--- src/rtl/lcd_screen_sequencer_if.sv ---
// Byte-write handshake between the LCD screen sequencer and the
// single-byte LCD write engine. The sequencer is the master: it presents
// a byte with its register-select and pulses start; the engine answers
// with a done level.
interface lcd_screen_sequencer_if;
  logic [7:0] odata;   // byte to write
  logic       ors;     // 0 = command, 1 = character data
  logic       ostart;  // one-cycle start pulse
  logic       idone;   // done level from the engine

  modport master (output odata, ors, ostart, input idone);
  modport slave  (input odata, ors, ostart, output idone);
endinterface

--- src/rtl/lcd_screen_sequencer.sv ---
// Brings up a 16x2 HD44780-style LCD through a single-byte write engine:
// power-up wait, fixed init command list, then both 16-character lines
// read from an external character buffer. Afterwards it idles and
// rewrites both lines (without init) on each refresh request; requests
// arriving while busy coalesce into one extra pass.
module lcd_screen_sequencer #(
  parameter int PWR_WAIT     = 1000000,  // cycles after reset before first command
  parameter int CMD_DELAY    = 2500,     // gap after each completed transfer
  parameter int CLR_DELAY    = 100000,   // gap after clear-display (0x01)
  parameter int DONE_TIMEOUT = 255,      // max wait for done before forcing completion
  parameter int CNT_W        = 20        // delay/timeout counter width
) (
  input  logic                        iclk,
  input  logic                        irst,
  input  logic                        irefresh,
  output logic [4:0]                  ochar_addr,
  input  logic [7:0]                  ichar_data,
  lcd_screen_sequencer_if.master      bus,
  output logic                        obusy,
  output logic                        oinit_done,
  output logic                        oerr
);

  typedef enum logic [2:0] {
    S_PWR,
    S_LOAD,
    S_START,
    S_WAIT,
    S_DELAY,
    S_IDLE
  } state_t;

  localparam logic [5:0] LAST_STEP = 6'd37;
  localparam logic [5:0] INIT_LAST = 6'd3;   // entry mode set ends the init list
  localparam logic [5:0] LINE0_CMD = 6'd4;   // refresh passes start at the 0x80 address set

  state_t           state;
  logic [5:0]       step;
  logic [CNT_W-1:0] cnt;
  logic             pending;
  logic             idone_q;

  logic [CNT_W-1:0] cnt_inc;
  logic [CNT_W-1:0] gap;
  logic [5:0]       step_nxt;
  logic             done_rise;

  // Step 5..20 is line 0, 22..37 is line 1; everything else is a command.
  function automatic logic is_char(input logic [5:0] s);
    return ((s >= 6'd5) && (s <= 6'd20)) || ((s >= 6'd22) && (s <= 6'd37));
  endfunction

  // Buffer address {line, col} for a character step.
  function automatic logic [4:0] char_addr(input logic [5:0] s);
    logic [5:0] col;
    if (s >= 6'd22) begin
      col = s - 6'd22;
      return {1'b1, col[3:0]};
    end
    col = s - 6'd5;
    return {1'b0, col[3:0]};
  endfunction

  // Fixed command bytes: function set, display on, clear, entry mode,
  // and the two DDRAM line addresses.
  function automatic logic [7:0] cmd_byte(input logic [5:0] s);
    case (s)
      6'd0:    return 8'h38;
      6'd1:    return 8'h0C;
      6'd2:    return 8'h01;
      6'd3:    return 8'h06;
      6'd4:    return 8'h80;
      6'd21:   return 8'hC0;
      default: return 8'h00;
    endcase
  endfunction

  // Saturating increment so a long wait can never wrap back to zero.
  assign cnt_inc   = (&cnt) ? cnt : cnt + CNT_W'(1);
  // Clear-display needs the long gap; every other transfer uses the short one.
  assign gap       = (bus.odata == 8'h01 && !bus.ors) ? CNT_W'(CLR_DELAY) : CNT_W'(CMD_DELAY);
  assign step_nxt  = step + 6'd1;
  // A done level left high by the previous transfer is not a completion.
  assign done_rise = bus.idone & ~idone_q;

  // Sequencer FSM with all outputs registered.
  // NOTE: every state and output register here uses <= so all of them
  // update together on the edge and no branch sees a half-updated value.
  always_ff @(posedge iclk) begin
    // NOTE: reset is sampled on the clock edge (synchronous), so it takes
    // effect on the first edge it is seen and aborts any transfer at once.
    if (irst) begin
      state      <= S_PWR;
      step       <= '0;
      cnt        <= '0;
      pending    <= 1'b0;
      idone_q    <= 1'b0;
      ochar_addr <= '0;
      bus.odata  <= '0;
      bus.ors    <= 1'b0;
      bus.ostart <= 1'b0;
      obusy      <= 1'b1;
      oinit_done <= 1'b0;
      oerr       <= 1'b0;
    end else begin
      idone_q <= bus.idone;

      // Requests seen while busy are remembered and served by one extra pass.
      if (irefresh && state != S_IDLE) begin
        pending <= 1'b1;
      end

      case (state)
        S_PWR: begin
          if (cnt_inc >= CNT_W'(PWR_WAIT)) begin
            state <= S_LOAD;
            step  <= '0;
            cnt   <= '0;
          end else begin
            cnt <= cnt_inc;
          end
        end

        S_LOAD: begin
          // ochar_addr was set up on entry, so ichar_data is valid now.
          bus.odata <= is_char(step) ? ichar_data : cmd_byte(step);
          bus.ors   <= is_char(step);
          state     <= S_START;
        end

        S_START: begin
          bus.ostart <= 1'b1;
          cnt        <= '0;
          state      <= S_WAIT;
        end

        S_WAIT: begin
          bus.ostart <= 1'b0;
          if (done_rise || cnt_inc >= CNT_W'(DONE_TIMEOUT)) begin
            if (!done_rise) begin
              oerr <= 1'b1;
            end
            cnt   <= '0;
            state <= S_DELAY;
          end else begin
            cnt <= cnt_inc;
          end
        end

        S_DELAY: begin
          if (cnt_inc >= gap) begin
            cnt <= '0;
            if (step == INIT_LAST) begin
              oinit_done <= 1'b1;
            end
            if (step == LAST_STEP) begin
              state <= S_IDLE;
              obusy <= 1'b0;
            end else begin
              step  <= step_nxt;
              state <= S_LOAD;
              if (is_char(step_nxt)) begin
                ochar_addr <= char_addr(step_nxt);
              end
            end
          end else begin
            cnt <= cnt_inc;
          end
        end

        S_IDLE: begin
          if (irefresh || pending) begin
            pending <= 1'b0;
            step    <= LINE0_CMD;
            state   <= S_LOAD;
            obusy   <= 1'b1;
          end
        end

        default: begin
          state <= S_PWR;
          cnt   <= '0;
        end
      endcase
    end
  end

endmodule

--- src/flat_wrapper.sv ---
// flat-port wrapper written by rule: the top's interface ports become plain ports
module lcd_screen_sequencer_flat 
#(
  parameter int PWR_WAIT     = 1000000,                                            
  parameter int CMD_DELAY    = 2500,                                         
  parameter int CLR_DELAY    = 100000,                                    
  parameter int DONE_TIMEOUT = 255,                                                    
  parameter int CNT_W        = 20                                      
)
  (iclk, irst, irefresh, ochar_addr, ichar_data, obusy, oinit_done, oerr, bus_odata, bus_ors, bus_ostart, bus_idone);
  lcd_screen_sequencer_if bus_i ();
  input  logic iclk;
  input  logic irst;
  input  logic irefresh;
  output logic [4:0] ochar_addr;
  input  logic [7:0] ichar_data;
  output logic obusy;
  output logic oinit_done;
  output logic oerr;
  output wire logic [$bits(bus_i.odata)-1:0] bus_odata;
  output wire logic [$bits(bus_i.ors)-1:0] bus_ors;
  output wire logic [$bits(bus_i.ostart)-1:0] bus_ostart;
  input wire logic [$bits(bus_i.idone)-1:0] bus_idone;
  assign bus_odata = bus_i.odata;
  assign bus_ors = bus_i.ors;
  assign bus_ostart = bus_i.ostart;
  assign bus_i.idone = bus_idone;
  lcd_screen_sequencer #(.PWR_WAIT(PWR_WAIT), .CMD_DELAY(CMD_DELAY), .CLR_DELAY(CLR_DELAY), .DONE_TIMEOUT(DONE_TIMEOUT), .CNT_W(CNT_W)) u_core (.iclk(iclk), .irst(irst), .irefresh(irefresh), .ochar_addr(ochar_addr), .ichar_data(ichar_data), .bus(bus_i), .obusy(obusy), .oinit_done(oinit_done), .oerr(oerr));
endmodule
--- config.mk ---
export PLATFORM = sky130hd
export DESIGN_NAME = lcd_screen_sequencer_flat
export DESIGN_NICKNAME = d
export VERILOG_FILES = /design/src/rtl/lcd_screen_sequencer_if.sv /design/src/rtl/lcd_screen_sequencer.sv /design/src/flat_wrapper.sv
export SDC_FILE = /design/constraint.sdc
export NUM_CORES = 1
export LEC_CHECK = 0
export CORE_MARGIN = 3
export CORE_UTILIZATION = 59
export DETAILED_ROUTE_END_ITERATION = 12
export PLACE_DENSITY = 0.81
export SLEW_MARGIN = 40
export SYNTH_ARGS = -nofsm -noshare
export SYNTH_HDL_FRONTEND = slang
export SYNTH_SLANG_ARGS = --single-unit
--- constraint.sdc ---
create_clock -name iclk -period 11.6 [get_ports iclk]
set_input_delay 2.32 -clock iclk [delete_from_list [all_inputs] [get_ports iclk]]
set_output_delay 2.32 -clock iclk [all_outputs]
set_load 0.05 [all_outputs]
==> impl_metrics.ini <==
[place]
gpl.final_weighted_congestion = 0.950
io_buffers = 29
pre_cts_ws_ns = 7.04
numPlacedInstances = 544
detailedPlacementHpwl_microns = 7400

[floorplanning]
floorplan.initialDensity_pct = 61.5
io-pin-count = 30
row_count = 28
fp.dieArea_sq_um = 7230
core_area_sq_um = 5990
die_width_microns = 85.1
fp.dieH_microns = 85.1

[cts]
cts_hold_buffers = 0
cts_buffer_depth = 2
clk_pin_slew_worst_paths_ns = 0.11
clkLatencyLatePin_ns = 0.32
cts_resized = 0
cts.repair_timing.setup_buffer_count = 0
cts.sink_count = 49
numCtsBuffers = 5
tritoncts = yes
cts_htree_levels = 2
cts_root_buffer = clkbuf_8

[synth]
post_synthesis_register_bit_count = 49
number_of_enable_type_register_cells_in_the_synthesized_netlist = 0
netlist-cell-type-count = 72
synth.net_count = 504
synth-main-ff-cell = dfxtp_1
syn_inst = 474
synth_sequential_area_ratio_pct = 26.6
ys.warnings.count = 0
mappedNetlistArea_sq_um = 3690
synth_async_sr_flop_share_pct = 0
syn-mean-instance-area_sq_um = 7.78

[global_routing]
first_pass_grt_wire_length_microns = 17000
grt_max_degree = 28
groute.usage.overall_pct = 28.5
grt_overflow_total = 0
antenna_found_initial = 0
first_global_vias = 3475

[setup_path]
worst-endpoint-arrival_ns = 4.90
startpoint = u_core.cnt[0]
crit_type = register to register
ff2ff_setup_slack_ns = 6.92
required_ns = 11.82
critPathMaxFanout = 10
worstSetupStartpointType = register
ff2ff_path_depth = 16
reg2reg_from = u_core.cnt[0]
worst_setup_path_end_kind = register

[pwr]
worst_voltage_drop_across_the_vdd_grid_v = 0.0000661
switching_power_mw = 0.118
switching_share_pct = 32.5
power.combinational.fraction_pct = 18.0
power-per-cell-area_nw_per_um2 = 90.0
power.sequential.fraction_pct = 51.0
p_leak_nw = 1.45
internal_power_mw = 0.244
clock_network_power_share_pct = 31.1
power_mw = 0.362

[sta]
max_clock_freq_ghz = 0.214
final-max-slew-violation-count = 0
fin_setup_tns_ns = 0
hold_viol_final = 0
fin_crit_sh_pct = 40.4
finalWorstSetupSlack_ns = 6.92
min_period_ns = 4.68
max-slew-margin-rel_pct = 50.0
setup_viol_count_final = 0
worst_pin_slew_ns = 0.749
clock-skew-final_ns = 0.0130
setup_repair_after_global_routing_missed_its_margin = no

[layout]
layout-drive-gt1-share_pct = 6.50
final_util_pct = 67.1
final.fill_count = 535
final_net_count = 506
area_growth_pct = 8.96
antenna_cells_inserted = 0
finish.cell_count_without_fillers = 552

[route]
postRouteAntennaNets = 0
post_drt_wl_per_cell_microns = 18.1
postRouteWirelength_microns = 10000
detail_route.drc_violations = 0
via_count = 3673
number_of_detailed_route_iterations_in_the_first_pass = 5
initialDrtViolationCount = 445
route.detailed.vias_per_inst = 6.65

[job]
max_cap_viol_count = 0

[outcome]
run_status = complete, no violations

[hold_path]
min_path_cells = 2
hold_path.class = register to register
hold_path.startpoint = u_core.oerr
[layer usage]
metal / share of wire (%) / vias up / wire, microns / GRT usage [%]
met5: 0 / - / 0 / 0
met4: 2.8 / 0 / 276 / 10.9
met3: 7.1 / 29 / 709 / 4.17
met2: 48 / 163 / 4820 / 45.9
met1: 42 / 1695 / 4210 / 38.6
li1: - / 1786 / - / -
[worst max-delay path, cell delays in order, from the launching register on]
cell,delay (ns)
dfxtp_1,0.47
ha_1,0.41
and2_1,0.41
nand4_1,0.27
and2_4,0.26
nor2b_1,0.13
or2_2,0.30
ha_1,0.29
nand4_1,0.11
nor2_1,0.15
o211ai_1,0.12
a311oi_1,0.23
nor2_1,0.12
o311ai_4,0.54
o21ai_1,0.13
o31a_1,0.33
mux2_2,0.29
[Yosys cell counts (8+ instances only)]
cell | n | area, sq um
a22o_1 | 10 | 87.6
ha_1 | 18 | 225
clkbuf_1 | 19 | 71.3
nand4_1 | 20 | 125
nand2_1 | 44 | 165
nor2_1 | 41 | 154
buf_2 | 10 | 50.1
xnor2_1 | 8 | 70.1
a31oi_1 | 8 | 50.1
o21ai_0 | 33 | 165
nand3_1 | 17 | 85.1
nor3_1 | 15 | 75.1
nor4_1 | 9 | 56.3
mux2i_1 | 8 | 80.1
dfxtp_1 | 49 | 981
a21oi_1 | 28 | 140
inv_1 | 13 | 48.8
[power groups by stage]
stage	Clock, mW	Combinational [mW]	Sequential [mW]
finish	0.112	0.0650	0.184
global route	0.122	0.0709	0.185
CTS	0.114	0.0645	0.184
detailed placement	0	0.0643	0.188
global placement	0	0.0627	0.187
floorplan	0	0.0384	0.194
[layout make-up]
type / instances / area (sq um) / share of cell area (%)
inverter: 14 / 52.6 / 1.31
clock buffer: 5 / 68.8 / 1.71
multi-input combinational: 376 / 2490 / 62.1
sequential: 49 / 981 / 24.4
timing repair buffer: 30 / 298 / 7.41
tap: 75 / 93.8 / 2.34
clock inverter: 3 / 28.8 / 0.716
[kinds of logic after synthesis]
family,Yosys count,share of synthesized area [%]
xor gates and xnor gates,14,3.33
AOI/OAI and AO/OA,134,25.7
and+or+nand+nor,199,29.2
DFF,49,26.6
muxes,10,2.78
buffers and inverters,49,6.04
adders and majority gates,19,6.38
[cells in the final DEF, fill, tap and decap left out, types with 5 or more instances in the layout]
master	count
nand4_1	20
a22o_1	10
nand2_1	44
clkdlybuf4s50_1	29
a31oi_1	8
xor2_1	6
nor2_1	39
nand2b_1	7
ha_1	18
o21ai_0	33
and4_1	7
nand3_1	17
a211oi_1	5
a21o_1	7
mux2i_1	8
xnor2_1	8
nor2b_1	6
o31ai_1	5
dfxtp_1	49
nor4_1	8
clkbuf_8	5
inv_1	13
nor3_1	15
a21oi_1	28
[metrics by stage]
stage	hold WS [ns]	cell area, sq um
finish	0.483	4020
floorplan	0.508	3690
CTS	0.489	4010
global route	0.525	4020
detailed placement	0.461	3910
global placement	0.456	3910
[state kept, by name (all words and copies together), names as in the netlist]
| signal | cells |
|---|---|
| u_core.ochar_addr | 5 |
| u_core.bus.ostart | 1 |
| u_core.step | 6 |
| u_core.oerr | 1 |
| u_core.idone_q | 1 |
| u_core.bus.odata | 8 |
| u_core.oinit_done | 1 |
| u_core.bus.ors | 1 |
| u_core.obusy | 1 |
| u_core.pending | 1 |
| u_core.cnt | 20 |
| u_core.state | 3 |
[path summary, 6_finish.rpt]
path | endpoint
worst max-delay path | u_core.step[0]
worst min-delay path | u_core.oerr
worst max register to register | u_core.step[0]
worst min register to register | u_core.oerr
Power figures use the tool's default switching activity.
